File: src/rtl/cpu_types_pkg.sv
// cpu_types_pkg: shared CPU word and RAM handshake types.
package cpu_types_pkg;
    typedef logic [31:0] word_t;
    typedef enum logic [1:0] {FREE, BUSY, ACCESS, ERROR} ramstate_t;
endpackage

File: src/rtl/pipe_types_pkg.sv
// pipe_types_pkg: pipeline control types shared by hazard and memory logic.
package pipe_types_pkg;
    typedef enum logic [1:0] {IDLE, GRANT_I, GRANT_D} arb_state_t;
endpackage

File: src/rtl/mem_port_arbiter.sv
// mem_port_arbiter: shares one RAM port between fetch and data access, data first,
// with a streak counter that forces a pending fetch through after DSTREAK_MAX data accesses.
module mem_port_arbiter
    import cpu_types_pkg::*;
    import pipe_types_pkg::*;
#(
    parameter int DSTREAK_MAX = 4,
    parameter int CNT_W = 3
) (
    input  logic      CLK,
    input  logic      nRST,
    input  logic      iREN,
    input  word_t     iaddr,
    input  logic      dREN,
    input  logic      dWEN,
    input  word_t     daddr,
    input  word_t     dstore,
    input  ramstate_t ramstate,
    input  word_t     ramload,
    output logic      iwait,
    output logic      dwait,
    output word_t     iload,
    output word_t     dload,
    output logic      ramREN,
    output logic      ramWEN,
    output word_t     ramaddr,
    output word_t     ramstore
);
    localparam logic [CNT_W-1:0] SMAX = CNT_W'(DSTREAK_MAX);

    arb_state_t state, next_state, pick;
    logic [CNT_W-1:0] streak, streak_nxt;
    logic dreq, done_i, done_d;

    assign dreq   = dREN | dWEN;
    assign done_i = (state == GRANT_I) && (ramstate == ACCESS);
    assign done_d = (state == GRANT_D) && (ramstate == ACCESS);
    assign iwait  = iREN & ~done_i;
    assign dwait  = dreq & ~done_d;
    assign iload  = done_i ? ramload : '0;
    assign dload  = done_d ? ramload : '0;

    // Arbitration sees the streak including this cycle's completion, so the
    // DSTREAK_MAX-th data completion hands the next grant to fetch.
    assign streak_nxt = (!iREN || done_i) ? '0 :
                        (done_d && streak != SMAX) ? streak + CNT_W'(1) : streak;
    assign pick = (dreq && iREN) ? ((streak_nxt == SMAX) ? GRANT_I : GRANT_D) :
                  dreq ? GRANT_D : iREN ? GRANT_I : IDLE;

    always_comb begin
        next_state = state;
        ramREN     = 1'b0;
        ramWEN     = 1'b0;
        ramaddr    = '0;
        ramstore   = '0;
        case (state)
            IDLE: next_state = pick;
            GRANT_I: begin
                ramREN     = iREN;
                ramaddr    = iaddr;
                next_state = (done_i || !iREN) ? pick : state;
            end
            GRANT_D: begin
                ramWEN     = dWEN;
                ramREN     = dREN & ~dWEN;
                ramaddr    = daddr;
                ramstore   = dstore;
                next_state = (done_d || !dreq) ? pick : state;
            end
            default: next_state = IDLE;
        endcase
    end

    always_ff @(posedge CLK or negedge nRST) begin
        if (!nRST) begin
            state  <= IDLE;
            streak <= '0;
        end else begin
            state  <= next_state;
            streak <= streak_nxt;
        end
    end
endmodule

File: config.mk
export PLATFORM = sky130hd
export DESIGN_NAME = mem_port_arbiter
export DESIGN_NICKNAME = d
export VERILOG_FILES = /design/src/rtl/cpu_types_pkg.sv /design/src/rtl/pipe_types_pkg.sv /design/src/rtl/mem_port_arbiter.sv
export SDC_FILE = /design/constraint.sdc
export NUM_CORES = 1
export LEC_CHECK = 0
export ABC_AREA = 1
export BUFFER_PORTS_ARGS = -buffer_cell sky130_fd_sc_hd__buf_4
export CORE_AREA = 2 2 103 105
export DETAILED_ROUTE_END_ITERATION = 10
export DIE_AREA = 0 0 105 107
export SYNTH_ARGS = -nofsm -noshare
export SYNTH_HDL_FRONTEND = slang
export SYNTH_SLANG_ARGS = --single-unit
File: constraint.sdc
create_clock -name CLK -period 1.8 [get_ports CLK]
set_input_delay 0.09 -clock CLK [delete_from_list [all_inputs] [get_ports CLK]]
set_output_delay 0.09 -clock CLK [all_outputs]
set_load 0.05 [all_outputs]
==> metrics.md <==
| Metric | Value |
|---|---|
| Outcome | `finished clean` |
| Most frequent cell after synthesis | `nand2_1` |
| Crit path kind | `reg -> out` |
| Mapped Cells | `345` |
| Total core area | `10100 um2` |
| Warnings from Yosys | `0` |
| Pint | `1.60 mW` |
| DRT met1 WL | `3.71 mm` |
| Synth cell types | `16` |
| Final Skew | `0.000944 ns` |
| Pre-CTS WS | `0.0154 ns` |
| Root buffer cell | `clkbuf_8` |
| Met2 wire len | `5.08 mm` |
| Min Tclk post-route | `1.73 ns` |
| Async SR Flop Fraction | `100%` |
| Vias in the first global route | `2760` |
| Detailed-placement wirelength estimate | `7.46 mm` |
| Critical path peak fanout | `16` |
| Rows | `37` |
| Highest routed metal layer | `met4` |
| Gr usage total | `14.5%` |
| Power per cell area | `1120 nW/um2` |
| Net Sw Frac | `65.0%` |
| CP max-delay cell | `dfrtp_2` |
| Via density | `3.98` |
| Drt total wl | `9.47 mm` |
| Yosys top cell area share | `28.1%` |
| Net Switching | `2.97 mW` |
| Arrival time worst endpoint | `1.64 ns` |
| Met3 routed WL | `507 um` |
| Ys flop type | `dfrtp_1` |
| Hold Vio Cnt, Final | `0` |
| Worst r2r path cells | `11` |
| CP endpoint kind | `output pin` |
| CP bufs+invs | `3` |
| Clk slew on worst S/H paths | `0.03 ns` |
| Clk sinks | `5` |
| DRC | `0` |
| Synth cell count leaders | `nand2_1 (115), inv_1 (75), nor2_1 (72)` |
| Port bufs | `266` |
| Post-synthesis sequential area ratio | `8.16%` |
| Die H | `107 um` |
| Worst EP required | `1.71 ns` |
| Syn Area/Cell | `4.45 um2` |
| FMAX | `579 MHz` |
| Htree depth | `1` |
| Slew Limit Fails | `0` |
| Max stage delay on crit path | `0.43 ns` |
| Number of max-cap violations | `0` |
| Slew @ Worst Pin | `0.495 ns` |
| Final Cell Area | `4080 um2` |
| FF-to-FF End | `state[1]` |
| Gate power share | `92.1%` |
| Share of cells above drive strength 1 | `57.1%` |
| Synthesis-to-layout area growth | `166%` |
| CP startpoint kind | `register` |
| Yosys top cell by area | `nand2_1` |
| Nets | `745` |
| Worst setup margin | `0.0723 ns` |
| Top cells by area, synth | `nand2_1 (28%), inv_1 (18%), nor2_1 (18%)` |
| Largest net degree at the start of global routing | `56` |
| Antenna viol nets, final | `0` |
| FF-to-FF setup slack | `0.16 ns` |
| Die Wd | `105 um` |
| Leakage power | `2.51 nW` |
| Post-Syn Nets | `485` |
| Sequential power share | `3.4%` |
| Placed instance area | `3840 um2` |
| Type of the most critical hold path | `in -> async` |
| Post-synth EDFFs | `0` |
| Clock network power share | `4.5%` |
| # setup viols final | `0` |
| Placed insts | `730` |
| Synthesized area | `1530 um2` |
| Total Die Area | `11200 um2` |
| Peak supply drop | `0.000831 V` |
| Routed WL per cell | `12.8 um` |
| CTS max path bufs | `2` |
| DR vias | `2942` |
| # diodes | `0` |
| Effective utilization at floorplan | `15.2%` |
| Non-Filler Instances | `740` |
| DRT Pass-1 Iters | `5` |
| First-pass GRT wire length | `13.5 mm` |
| Synthesized flop and latch total | `5` |
| Drt first-iter violations | `142` |
| Period utilization | `96.0%` |
| Critical path, cell by cell | `inv_1 -> ha_4 -> nand3_4 -> buf_12 -> nor2_2 -> buf_4` |
| # IOs | `267` |
| Initial antenna violation count | `0` |
| R2r startpoint | `state[0]` |
| RSZ-0062 raised after global routing | `true` |
| Total power | `4.57 mW` |
| Final TNS setup | `0 ns` |
| CTS tree | `built` |
| Cts bufs inserted | `3` |
| Setup crit start | `state[0]` |
| Worst-Skew Late Latency | `0.22 ns` |
| CP delay by family, top | `buffers and inverters` |
| Slew margin rel. | `67.0%` |
| Global route total overflow | `0` |
| RePlAce Congestion | `0.912` |
## metal layers
metal | global-route usage (%) | vias up
li1 | - | 1505
met1 | 17.0 | 1309
met2 | 27.7 | 112
met3 | 2.25 | 16
met4 | 3.14 | 0
met5 | 0 | -
## metrics by stage
step           hold WS, ns  util [%]
2_1_floorplan       -0.206         -
3_3_place_gp        -0.103      38.1
3_5_place_dp        -0.100      38.1
4_1_cts              0.205      38.8
5_1_grt              0.217      40.4
6_report             0.205      40.4
## area by class of cell
| type | count | area [um2] |
|---|---|---|
| clock buffers | 4 | 45.0 |
| fillers | 1079 | 6020 |
| inverters | 81 | 304 |
| multi-input cells | 237 | 1210 |
| flip-flops and latches | 5 | 126 |
| well taps | 136 | 170 |
| repair buffers | 277 | 2220 |
## power by group through the flow
stage	clock (mW)	combinational (mW)	sequential [mW]
after floorplan	0	2.75	0.145
after global placement	0	3.98	0.147
after detailed placement	0	4.02	0.149
after CTS	0.207	4.06	0.153
after global routing	0.215	4.44	0.159
final	0.205	4.21	0.155
## repair_timing
item | CTS | global route
buffers inserted | 0 | 2
resized for setup | 3 | 18
pin swaps | 0 | 0
cloned | 0 | 3
hold buffers | 1 | 0
endpoints found under the setup margin | 66 | 85
endpoints found under the hold margin | 5 | 0
## layout by cell type, fill, tap and decap left out
| cell | count |
|---|---|
| a21oi_2 | 21 |
| nand4_1 | 3 |
| dlygate4sd3_1 | 1 |
| nand2_2 | 1 |
| ha_4 | 2 |
| buf_4 | 259 |
| nand3_1 | 2 |
| buf_16 | 1 |
| nand3_4 | 1 |
| nand3b_1 | 1 |
| buf_12 | 2 |
| a21oi_1 | 13 |
| nor2_1 | 39 |
| inv_1 | 75 |
| ha_1 | 3 |
| xor2_1 | 1 |
| o21bai_1 | 1 |
| clkbuf_8 | 3 |
| nand2_1 | 114 |
| dfrtp_2 | 1 |
| inv_2 | 6 |
| nand3_2 | 1 |
| buf_6 | 11 |
| dfrtp_1 | 4 |
| clkbuf_1 | 1 |
| nor2_2 | 33 |
| clkbuf_16 | 3 |
| o22ai_1 | 1 |
## state kept, by name, summed over array words and instances, names as in the netlist
name,count
state,2
streak,3
## worst max-delay path by stage
stage / end / slack [ns] / cells after the start
detailed placement: ramaddr[14] / 0.02 / 4
global placement: ramaddr[6] / 0.06 / 4
finish: dload[30] / 0.07 / 6
global route: dload[22] / -0.007 / 6
floorplan: ramREN / -0.18 / 5
CTS: ramaddr[8] / 0.005 / 6
## logic make-up (layout without fill, tap and decap cells)
family	after synthesis	in the layout	synth area share, %
fa+ha+maj	5	5	4.08
compound gates	36	36	12.0
simple gates	195	195	49.4
flops	5	5	8.16
xor+xnor	1	1	0.571
buf+inv	103	362	25.8
Note: power is estimated with default switching activity, not from simulation.
